File: src/rtl/wb_trace_buffer.sv
// rtl/wb_trace_buffer.sv - WB-stage register-write trace FIFO with cycle stamps
module wb_trace_buffer #(
    parameter int DEPTH  = 16,
    parameter int DATA_W = 16,
    parameter int REG_W  = 4,
    parameter int CYC_W  = 12
) (
    input  logic                              clock,
    input  logic                              reset,
    input  logic                              trace_enable,
    input  logic                              trace_clear,
    input  logic                              cpu_halt,
    input  logic                              wb_reg_write,
    input  logic [REG_W-1:0]                  wb_write_reg,
    input  logic [DATA_W-1:0]                 wb_write_data,
    input  logic                              wb_r0_write,
    input  logic [DATA_W-1:0]                 wb_r0_data,
    output logic                              trace_valid,
    input  logic                              trace_ready,
    output logic [CYC_W+1+REG_W+DATA_W-1:0]   trace_data,
    output logic [$clog2(DEPTH):0]            trace_count,
    output logic                              trace_overflow,
    output logic [7:0]                        trace_drops,
    output logic                              trace_frozen
);

    localparam int AW = $clog2(DEPTH);
    localparam int CW = AW + 1;
    localparam int EW = CYC_W + 1 + REG_W + DATA_W;

    typedef enum logic [1:0] {
        ST_DISABLED = 2'd0,
        ST_CAPTURE  = 2'd1,
        ST_FROZEN   = 2'd2
    } state_t;

    state_t          r_state;
    logic            r_frozen;
    logic [CYC_W-1:0] r_cycle;
    logic [EW-1:0]   r_mem [DEPTH];
    logic [AW-1:0]   r_rd_ptr;
    logic [AW-1:0]   r_wr_ptr;
    logic [CW-1:0]   r_count;
    logic            r_overflow;
    logic [7:0]      r_drops;

    logic            w_pop;
    logic            w_capture;
    logic            w_ev_p;
    logic            w_ev_r;
    logic [CW-1:0]   w_free;
    logic            w_acc_p;
    logic            w_acc_r;
    logic [1:0]      w_n_push;
    logic [1:0]      w_n_drop;
    logic [AW-1:0]   w_wr_r_addr;
    logic [EW-1:0]   w_entry_p;
    logic [EW-1:0]   w_entry_r;
    logic [8:0]      w_drops_sum;

    assign w_pop     = (r_count != '0) && trace_ready;
    assign w_capture = (r_state == ST_CAPTURE);
    assign w_ev_p    = w_capture && wb_reg_write;
    assign w_ev_r    = w_capture && wb_r0_write;

    // Slots available this cycle, counting the slot freed by a concurrent pop
    assign w_free  = CW'(DEPTH) - r_count + CW'(w_pop);
    assign w_acc_p = w_ev_p && (w_free != '0);
    assign w_acc_r = w_ev_r && (w_acc_p ? (w_free >= CW'(2)) : (w_free != '0));

    assign w_n_push = {1'b0, w_acc_p} + {1'b0, w_acc_r};
    assign w_n_drop = {1'b0, w_ev_p & ~w_acc_p} + {1'b0, w_ev_r & ~w_acc_r};

    // Primary sits nearer the head; R0 goes in the slot after it when both land
    assign w_wr_r_addr = r_wr_ptr + AW'(w_acc_p);
    assign w_entry_p   = {r_cycle, 1'b0, wb_write_reg, wb_write_data};
    assign w_entry_r   = {r_cycle, 1'b1, {REG_W{1'b0}}, wb_r0_data};

    assign w_drops_sum = {1'b0, r_drops} + {7'd0, w_n_drop};

    // Trace control FSM; clear wins over every other transition
    always_ff @(posedge clock or negedge reset) begin
        if (!reset) begin
            r_state  <= ST_DISABLED;
            r_frozen <= 1'b0;
        end else if (trace_clear) begin
            r_state  <= ST_DISABLED;
            r_frozen <= 1'b0;
        end else begin
            case (r_state)
                ST_DISABLED: begin
                    if (trace_enable) begin
                        r_state <= ST_CAPTURE;
                    end
                end
                ST_CAPTURE: begin
                    if (cpu_halt) begin
                        r_state  <= ST_FROZEN;
                        r_frozen <= 1'b1;
                    end else if (!trace_enable) begin
                        r_state <= ST_DISABLED;
                    end
                end
                ST_FROZEN: begin
                    r_state  <= ST_FROZEN;
                    r_frozen <= 1'b1;
                end
                default: begin
                    r_state  <= ST_DISABLED;
                    r_frozen <= 1'b0;
                end
            endcase
        end
    end

    // Free-running stamp while tracing is armed or frozen
    always_ff @(posedge clock or negedge reset) begin
        if (!reset) begin
            r_cycle <= '0;
        end else if (trace_clear) begin
            r_cycle <= '0;
        end else if (r_state != ST_DISABLED) begin
            r_cycle <= r_cycle + CYC_W'(1);
        end
    end

    // Entry storage; contents are only meaningful between the pointers
    always_ff @(posedge clock) begin
        if (!trace_clear) begin
            if (w_acc_p) begin
                r_mem[r_wr_ptr] <= w_entry_p;
            end
            if (w_acc_r) begin
                r_mem[w_wr_r_addr] <= w_entry_r;
            end
        end
    end

    // Pointers and occupancy
    always_ff @(posedge clock or negedge reset) begin
        if (!reset) begin
            r_rd_ptr <= '0;
            r_wr_ptr <= '0;
            r_count  <= '0;
        end else if (trace_clear) begin
            r_rd_ptr <= '0;
            r_wr_ptr <= '0;
            r_count  <= '0;
        end else begin
            r_rd_ptr <= r_rd_ptr + AW'(w_pop);
            r_wr_ptr <= r_wr_ptr + AW'(w_n_push);
            r_count  <= r_count - CW'(w_pop) + CW'(w_n_push);
        end
    end

    // Sticky overflow flag and saturating drop counter
    always_ff @(posedge clock or negedge reset) begin
        if (!reset) begin
            r_overflow <= 1'b0;
            r_drops    <= '0;
        end else if (trace_clear) begin
            r_overflow <= 1'b0;
            r_drops    <= '0;
        end else if (w_n_drop != 2'd0) begin
            r_overflow <= 1'b1;
            r_drops    <= w_drops_sum[8] ? 8'hFF : w_drops_sum[7:0];
        end
    end

    assign trace_valid    = (r_count != '0);
    assign trace_data     = trace_valid ? r_mem[r_rd_ptr] : '0;
    assign trace_count    = r_count;
    assign trace_overflow = r_overflow;
    assign trace_drops    = r_drops;
    assign trace_frozen   = r_frozen;

endmodule

File: config.mk
export PLATFORM = sky130hd
export DESIGN_NAME = wb_trace_buffer
export DESIGN_NICKNAME = d
export VERILOG_FILES = /design/src/rtl/wb_trace_buffer.sv
export SDC_FILE = /design/constraint.sdc
export NUM_CORES = 1
export LEC_CHECK = 0
export BUFFER_PORTS_ARGS = -buffer_cell sky130_fd_sc_hd__buf_2
export CAP_MARGIN = 0
export CORE_MARGIN = 4
export CORE_UTILIZATION = 30
export DETAILED_ROUTE_END_ITERATION = 10
export PLACE_DENSITY = 0.56
export SYNTH_ARGS = -nofsm -noshare
export SYNTH_HDL_FRONTEND = slang
export SYNTH_SLANG_ARGS = --single-unit
export TNS_END_PERCENT = 5
File: constraint.sdc
create_clock -name clock -period 7.1 [get_ports clock]
set_clock_uncertainty 0.05 [all_clocks]
set_input_delay 1.775 -clock clock [delete_from_list [all_inputs] [get_ports clock]]
set_output_delay 1.775 -clock clock [all_outputs]
set_load 0.01 [all_outputs]
# Word level (Yosys, flattened, before mapping)
# Memories as Yosys holds them, arrays and structs flattened.
# Cells that the tools add are included.
[classes]
addsub = 11
shift = 0
div = 0
n_reduce_logical = 14
muxes = 26
n_mul = 0
bitwise = 4
n_eq_ne = 6
order_cmp = 1
[ops]
columns = ["cell", "n"]
rows = [
  ["$mux W33", 1],
  ["$mux W12", 2],
  ["$mux W8", 3],
  ["$add A12 B1 Y12 const B", 1],
  ["$mux W1", 11],
  ["$reduce_bool A5 Y1", 2],
  ["$add A8 B2 Y9", 1],
  ["$add A4 B1 Y4", 2],
  ["$mux W2", 4],
  ["$mux W4", 2],
  ["$reduce_bool A2 Y1", 4],
  ["$ne A3 B3 Y1 const B", 2],
  ["$pmux W2 S3", 1],
  ["$add A5 B1 Y5", 1],
  ["$add A5 B2 Y5", 1],
  ["$ge A5 B2 Y1 const B", 1],
  ["$logic_and A1 B1 Y1", 5],
  ["$mux W5", 1],
  ["$sub A5 B1 Y5", 1],
  ["$sub A5 B5 Y5 const A", 1],
  ["$add A1 B1 Y2", 2],
  ["$add A4 B2 Y4", 1],
  ["$ne A4 B4 Y1 const B", 1],
  ["$reduce_and A2 Y1", 2],
  ["7 further kinds", 9],
]
[totals]
regBits = 37
latch_bits = 0
ram_bits = 528
romBits = 0
out_inout_bits = 49
mem_count = 1
inputBits = 44
[mem_list]
columns = ["memory", "words", "word_bits", "rd", "rd_clocked_by_memory_dff", "write_ports", "line", "text"]
rows = [
  ["r_mem", 16, 33, 1, 0, 2, "40", "logic [EW-1:0] r_mem [DEPTH];"],
]

# Depth between registers and ports, before layout
[logic_depth]
depth_word = 14
ltp_mapped = 26
depth_no_buf = 24

# Least setup slack after synthesis
# Ideal clock, no wire load.
[synth_path]
kind = "in2reg"
from = "input trace_ready"
to = "memory r_mem[4][0] (netlist bit), enable pin"
setup_ps = 383
t_arrival_ps = 5471
path_buffers = 3
setup_slack_ps = 1197
cell_stages = 16
cell_sequence = "nand2_1 -> ha_1 -> or4_4 -> a21o_1 -> buf_2 -> buf_4 -> nor3_1 -> nor2_1 -> ha_1 -> ha_1 -> nand2b_1 -> o32a_1 -> a211oi_2 -> a21oi_1 -> clkbuf_2 -> inv_1"
[synth_rtl]
columns = ["element", "line", "text"]
rows = [
  ["start: declaration", "19", "input logic trace_ready,"],
  ["end: declaration", "40", ""],
]

==> results by group <==
STA
  • Rel. slew slack: about 30%
  • Worst Tran Pin Value: 1050 ps
  • Final Cycle Share: about 83%
  • Setup violators final: 0
  • Sum Neg Setup Slack: 0 ps
  • Fin crit period: around 5900 ps
  • Max-slew violation count: 0
  • Max Fclk: around 170 MHz
  • Hold Vio Cnt, Final: 0
  • RSZ-0062 raised after global routing: false

Pwr
  • Total power: between 0.008 and 0.009 W
  • VDD IR max: between 0.2 and 0.25 mV
  • Leak Pwr: 10.7 nW
  • PwrDens: about 270 nW/um^2

Finish
  • Layout Nets: 2308
  • Seq. cell area: roughly 16000 sq um
  • Area of the multi-input gates: between 10000 and 15000 sq um
  • Layout area overhead: 12.8%
  • Share of layout cells above drive strength 1: a little over a fifth
  • Fillers: between 9k and 10k

Yosys
  • Cell with the most instances after synthesis: edfxtp_1
  • Mean post-synth cell area: 12.8 sq um
  • Synthesized netlist cell count: 2256
  • Post-synth EDFFs: 448
  • Area share of the largest cell type after synthesis: between 40% and 50%
  • Sequential share of the synthesized area: between 50% and 60%
  • Post-synth top flop: edfxtp_1
  • Synth top area cells: edfxtp_1 47%, mux4_2 13%, dfxtp_1 5.5%
  • Synth area leader: edfxtp_1
  • Yosys warnings: 0
  • Synthesized cell area: slightly below 30000 sq um
  • Syn Nets: approximately 2.3k
  • Synth cell count leaders: 448 x edfxtp_1, 271 x nand3_1, 210 x o31ai_1, 191 x nor2b_1, 165 x mux4_2
  • Synth async-reset ratio: around 6.5%
  • Seq cells post-synth: ~570
  • Post-synth cell types: 69

Die
  • Site row count: 113
  • Die area: ~100000 sq um
  • # IOs: 93
  • Core Box Area: 95200 sq um
  • DIE HEIGHT: 318 microns
  • Chip Width: between 300 and 400 microns
  • Starting Density: roughly 30%

Outcome
  • Status: finished clean

Drt
  • Vias per std cell: between 5 and 6
  • Final wirelength: 95800 microns
  • 1st-pass router iterations: 6
  • Routed vias: around 20k
  • Routed len/inst: between 20 and 30 microns
  • Initial DRC Count: approximately 2.5k
  • DRC errors left: 0
  • Final ANT Viol Nets: 0

Global routing
  • First-pass GRT wire length: around 140000 microns
  • Initial antenna violation count: 16
  • Total track usage: between 10% and 20%
  • Vias in the first global route: approximately 21k
  • Grt ovf: 0
  • Pin count of the biggest net entering global routing: 111

Clocking
  • CTS Hold Buffers Added: 0
  • CTS tree: built
  • Worst skew pair latency: 620 ps
  • Depth of the CTS H-tree: 2
  • Clk sinks: 565
  • Post CTS Setup Buffer Count: 0
  • Num CTS Buffers: around 60
  • Root buf cell: clkbuf_16
  • Max Root-Sink Buffers: 3
  • Post-cts sizing count: 0
  • Reg clk slew, reported paths: about 60 ps

Placement
  • Placer Congestion: ~0.80
  • Port buffer count: 92
  • Detailed Place HPWL: between 50000 and 60000 microns

Critical path
  • Max FO, Critical Path: about 50
  • Critical path data arrival time: just over 6000 ps
  • RR Startpoint: trace_count[2]
  • CP Class: input pin to flop
  • Setup crit end kind: flop
  • Crit. Startpoint: trace_ready
  • Setup crit start kind: input pin
  • Data required, critical path: 7410 ps

Run
  • Max Cap Viol: 0

Worst hold path
  • Min-Delay Path Class: flop to flop
  • Min-delay src: r_mem[1][20]
final timing paths:
| path | end | slack [ps] | depth (start not counted) |
|---|---|---|---|
| min reg2reg | r_mem[1][20] | 410 | 1 |
| max | r_mem[13][0] | 1230 | 17 |
| min | r_mem[1][20] | 410 | 1 |
| max reg2reg | r_mem[13][0] | 1430 | 20 |
| min in group asynchronous | r_cycle[2] | 1230 | 1 |
| max in group asynchronous | r_rd_ptr[1] | 5110 | 1 |
worst max-delay path, cell delays in order:
cell,delay (ps)
buf_2,110
nand2_1,80
ha_1,220
inv_1,60
ha_1,180
nor4b_1,410
nor3_2,110
nor3_1,300
nor2_1,110
ha_1,220
ha_1,250
nand2b_1,190
o21bai_1,240
a221oi_4,490
buf_4,640
and2_4,620
o31ai_1,150
layout by cell type, fill, tap and decap left out, drive strengths merged, types with 58 or more instances in the layout:
cell / synthesis / routed
buf: 98 / 169
edfxtp: 448 / 448
nor2: 101 / 101
o31ai: 228 / 228
and2: 63 / 63
clkbuf: 150 / 82
mux2i: 58 / 58
nand2: 93 / 93
mux4: 165 / 165
nor2b: 191 / 191
dfxtp: 80 / 80
nand3: 272 / 272
power breakdown:
part	total (W)	switching (W)	leakage, nW	internal, W
Combinational	0.00202	0.00123	4.08	0.000792
Sequential	0.00374	0.000132	5.75	0.00361
Clock	0.00302	0.00135	0.896	0.00166
flip-flops by register name, summed over array words and instances, names as in the netlist:
register / cells
trace_overflow: 1
r_state: 2
r_cycle: 12
trace_count: 5
trace_drops: 8
r_mem: 528
r_rd_ptr: 4
trace_frozen: 1
r_wr_ptr: 4
kinds of logic (layout without fill, tap and decap cells):
group	count (synthesis)	in the layout	share of synthesized area, %
mux	241	241	15.6
buf+inv	288	318	4.13
xor+xnor	16	16	0.486
flops	565	565	55.4
simple gates	768	768	13.9
compound gates	352	352	9.32
fa+ha+maj	26	26	1.21
other cells	0	10	0
metal layers:
metal / global-route usage (%) / routed length, microns / up-vias
li1: - / - / 8581
met1: 23.5 / 37400 / 10300
met2: 29.5 / 44900 / 1159
met3: 4.82 / 9460 / 251
met4: 7.66 / 4020 / 8
met5: 0 / 47 / -
stage by stage:
stage | instance area [sq um] | hold WS (ps) | setup WS [ps] | std cells | utilization (%)
6_report | 32600 | 405 | 1230 | 3561 | 34.2
3_3_place_gp | 30700 | 378 | 738 | 3442 | 32.3
3_5_place_dp | 30700 | 390 | 665 | 3442 | 32.3
4_1_cts | 32500 | 404 | 1350 | 3551 | 34.2
5_1_grt | 32500 | 426 | 1010 | 3553 | 34.2
2_1_floorplan | 28900 | 368 | 1200 | 2256 | -
final cells by class:
class | instances | area share (%)
Inverter | 40 | 0.461
Antenna cell | 10 | 0.0769
Multi-Input combinational cell | 1403 | 36.3
Clock inverter | 27 | 0.546
Timing Repair Buffer | 169 | 3.57
Sequential cell | 565 | 49.1
Tap cell | 1265 | 4.86
Clock buffer | 82 | 5.09
Power figures use the tool's default switching activity.
